### src/rtl/mux_bus4_pkg.sv
// Shared widths, lane type and lane-extraction helper for the mux_bus4 slice.
package mux_bus4_pkg;

  localparam int unsigned LANES_DEF  = 8;
  localparam int unsigned LANE_W_DEF = 4;
  localparam int unsigned SEL_W_DEF  = $clog2(LANES_DEF);
  localparam int unsigned BUS_W_DEF  = LANES_DEF * LANE_W_DEF;

  typedef logic [LANE_W_DEF-1:0] lane_t;

  // Returns lane idx of a default-geometry packed bus (lane 0 in the LSBs).
  function automatic lane_t lane_of(input logic [BUS_W_DEF-1:0] bus,
                                    input logic [SEL_W_DEF-1:0] idx);
    lane_of = bus[32'(idx) * LANE_W_DEF +: LANE_W_DEF];
  endfunction

endpackage

### src/rtl/mux_bus4_sel.sv
// Combinational LANES:1 lane selector; out-of-range indices yield zero.
module mux_bus4_sel
  import mux_bus4_pkg::*;
#(
  parameter int unsigned LANES  = LANES_DEF,
  parameter int unsigned LANE_W = LANE_W_DEF,
  localparam int unsigned SEL_W = (LANES > 1) ? $clog2(LANES) : 1
) (
  input  logic [LANES*LANE_W-1:0] in_bus,
  input  logic [SEL_W-1:0]        sel,
  output logic [LANE_W-1:0]       lane,
  output logic                    in_range
);

  // One-hot compare against every lane index; exactly one match for a valid sel.
  always_comb begin
    lane     = '0;
    in_range = 1'b0;
    for (int k = 0; k < int'(LANES); k++) begin
      if (sel == SEL_W'(k)) begin
        lane     = in_bus[k*LANE_W +: LANE_W];
        in_range = 1'b1;
      end
    end
  end

endmodule

### src/rtl/mux_bus4.sv
// Registered 8:1 multiplexer over a packed bus of 4-bit lanes, one-cycle latency.
module mux_bus4
  import mux_bus4_pkg::*;
#(
  parameter int unsigned LANES  = LANES_DEF,
  parameter int unsigned LANE_W = LANE_W_DEF,
  localparam int unsigned SEL_W = (LANES > 1) ? $clog2(LANES) : 1
) (
  input  logic                    clk,
  input  logic                    rst_n,
  input  logic [LANES*LANE_W-1:0] in_bus,
  input  logic [SEL_W-1:0]        sel,
  input  logic                    in_valid,
  output logic [LANE_W-1:0]       out,
  output logic                    out_valid
);

  logic [LANE_W-1:0] sel_lane;
  logic              sel_in_range;

  mux_bus4_sel #(
    .LANES  (LANES),
    .LANE_W (LANE_W)
  ) u_sel (
    .in_bus   (in_bus),
    .sel      (sel),
    .lane     (sel_lane),
    .in_range (sel_in_range)
  );

  // Capture the selected lane on in_valid; out holds otherwise, out_valid pulses per capture.
  always_ff @(posedge clk or negedge rst_n) begin
    if (!rst_n) begin
      out       <= '0;
      out_valid <= 1'b0;
    end else begin
      out_valid <= in_valid;
      if (in_valid) begin
        out <= sel_in_range ? sel_lane : '0;
      end
    end
  end

endmodule

### config.mk
export PLATFORM = sky130hd
export DESIGN_NAME = mux_bus4
export DESIGN_NICKNAME = d
export VERILOG_FILES = /design/src/rtl/mux_bus4_pkg.sv /design/src/rtl/mux_bus4_sel.sv /design/src/rtl/mux_bus4.sv
export SDC_FILE = /design/constraint.sdc
export NUM_CORES = 1
export LEC_CHECK = 0
export CORE_ASPECT_RATIO = 0.75
export CORE_MARGIN = 2
export CORE_UTILIZATION = 34
export DETAILED_ROUTE_END_ITERATION = 8
export PLACE_DENSITY = 0.8
export SLEW_MARGIN = 20
export SYNTH_ARGS = -nofsm -noshare
export SYNTH_HDL_FRONTEND = slang
export SYNTH_HIERARCHICAL = 1
export SYNTH_SLANG_ARGS = --single-unit
### constraint.sdc
create_clock -name clk -period 0.8 [get_ports clk]
set_input_delay 0.16 -clock clk [delete_from_list [all_inputs] [get_ports clk]]
set_output_delay 0.16 -clock clk [all_outputs]
set_load 0.005 [all_outputs]
==> impl_metrics.tcl <==
set metrics [dict create \
    status "complete, but fails checks" \
    violations "negative setup slack" \
    ant_nets 0 \
    clk-insertion-delay-late_ps 250 \
    drive_above_1_share_pct 43.8 \
    synth_top_family_by_area "compound AO/OA/AOI/OAI gates" \
    wl_per_cell_um 16.7 \
    min_path_type "in -> async" \
    worstPathRequired_ps 930 \
    fin_tns_setup_ps -1660 \
    crit_start "sel[1]" \
    grt_usage_pct 20.8 \
    grt_pass1_wl_um 3060 \
    place_ws_ps -984 \
    ys_seq_elements 5 \
    dp_hpwl_um 1480 \
    cts_buffer_depth 2 \
    end_kind "register" \
    synth_cell_type_count 28 \
    cts.clk_slew.worst_paths_ps 50 \
    synth_compound_gate_area_share_pct 30.0 \
    synth-warning-count 6 \
    start_util_pct 35.5 \
    skew_ps 0 \
    route.detailed.drc 0 \
    met2_length_um 1250 \
    power_frac_seq_pct 23.5 \
    yosys.cell_count.top_type "o21ai_0" \
    muxShareOfSynthArea_pct 22.5 \
    die_w_um 52.7 \
    cp-start-kind "primary input" \
    rsz0062_at_grt "true" \
    powerDensity_nw_per_um2 952 \
    synth_edf_count 0 \
    cts_buffers 3 \
    grt_pass1_vias 709 \
    die-height_um 40.6 \
    io_pins 43 \
    cts_root_buf "clkbuf_4" \
    setup-violations-final 9 \
    antenna_found_initial 0 \
    gr-total-overflow 0 \
    nets 160 \
    max_freq_ghz 0.903 \
    syn-mean-instance-area_um2 9.46 \
    switchingPower_uw 384 \
    critical_path.max_fanout 7 \
    yosys-top-cells-area "dfrtp_1 (21%), mux4_1 (8.7%), mux2i_1 (8.3%)" \
    switching_share_pct 31.5 \
    maxSlewViolCount 0 \
    ir_drop_mv 0.647 \
    yosys.area_share.simple_pct 15.5 \
    arrival_ps 1230 \
    p_int_uw 835 \
    top_layer "met4" \
    cap_violations 0 \
    ctsHoldBuffers 0 \
    routed_wl_um 2380 \
    clkPwrFrac_pct 25.9 \
    reg2reg_slack_ps 70 \
    finalPower_mw 1.22 \
    grt_max_degree 10 \
    netlist_area_um2 606 \
    pwr-share-comb_pct 50.6 \
    first_pass_iters 4 \
    die_area_um2 2140 \
    min_period_ps 1110 \
    htreeDepth 1 \
    areaGrowthSynthToFinish_pct 112 \
    fin_cells 143 \
    vias_per_cell 5.36 \
    crit-reg2reg-launch "out[2]" \
    finalHoldWorstSlack_ps 121 \
    syn_nets 102 \
    gp_congestion 0.754 \
    drtIter0Drc 17 \
    coreArea_um2 1710 \
    dp.cells 131 \
    worstSetupPathType "in -> reg" \
    seq_area_frac_synth_pct 20.7 \
    cts_tree "built" \
    synth_xor_area_share_pct 0 \
    synthAdderAreaFrac_pct 0 \
    portBuffers 42 \
    yosys-top-cells-count "o21ai_0 (8), dfrtp_1 (5), mux2i_1 (5), inv_1 (4), nand3_1 (4)" \
    synth_cells 64 \
    drt-met1-wl_um 930 \
    async_flop_share_pct 100 \
    finalHoldViolCount 0 \
    worst_slack_ps -308 \
    route.vias.total 766 \
    synth_flop_cell "dfrtp_1" \
    period_share_pct 138 \
    routed-wl-met3_um 147 \
    synth_top_cell_by_area "dfrtp_1" \
    synth_top_cell_area_share_pct 20.7 \
    diodes 0 \
    row_count 13 \
    p_leak_nw 0.628 \
    cts.sinks 5 \
]
final timing paths:
path / end / depth (start not counted)
max: out[3] / 8
min: out_valid / 1
max reg2reg: out[2] / 3
min reg2reg: out[0] / 2
max in group asynchronous: out[1] / 1
min in group clk: out[0] / 5
timing repair:
item                       CTS  global route
pin swaps                   15             9
gates resized for setup     73            26
setup endpoints to repair    9             9
gates cloned                 1             0
buffers inserted             6             2
cell type report:
type,count,area (um2)
fillers,138,427
multi-input cells,49,508
well taps,22,27.5
repair buffers,59,579
flip-flops and latches,5,125
inverters,4,15.0
clock buffers,4,26.3
metrics by stage:
step                cell area (um2)  utilization [%]
floorplan                       613                -
global placement               1080             63.4
detailed placement             1080             63.4
CTS                            1190             69.9
global route                   1280             75.0
finish                         1280             75.0
power by group through the flow:
| stage | logic (mW) | registers [mW] | clock network (mW) |
|---|---|---|---|
| 5_1_grt | 0.655 | 0.289 | 0.348 |
| 2_1_floorplan | 0.209 | 0.293 | 0 |
| 3_5_place_dp | 0.502 | 0.291 | 0 |
| 3_3_place_gp | 0.492 | 0.290 | 0 |
| 4_1_cts | 0.550 | 0.286 | 0.330 |
| 6_report | 0.617 | 0.286 | 0.316 |
state kept, by name (all words and copies together) (netlist names):
| signal | cells |
|---|---|
| out | 4 |
| out_valid | 1 |
metal layers:
metal	GRT usage, %	up-vias
met3	5.97	8
li1	-	358
met4	3.85	0
met5	0	-
met2	40.9	41
met1	22.9	359
layout by cell type, fill, tap and decap left out, drive strengths merged, types with 4 or more instances in the layout:
cell | netlist | final
buf | 6 | 25
dlygate4sd2 | 0 | 19
clkdlybuf4s50 | 0 | 8
o21ai | 8 | 8
dlymetal6s2s | 0 | 7
dfrtp | 5 | 5
mux2i | 5 | 5
inv | 4 | 4
nand3 | 4 | 4
clkbuf | 0 | 4
worst max-delay path, stage by stage:
cell	delay (ps)
buf_8	110
buf_12	130
buf_6	120
a32o_2	290
a2111oi_4	210
a21oi_2	60
nand3_1	80
o21ai_1	70
logic make-up (layout without fill, tap and decap cells):
| family | Yosys count | count (layout) |
|---|---|---|
| mux | 9 | 9 |
| flops | 5 | 5 |
| other cells | 1 | 1 |
| buf+inv | 10 | 67 |
| compound gates | 23 | 23 |
| simple gates | 16 | 16 |
(Power assumes the default switching activity.)
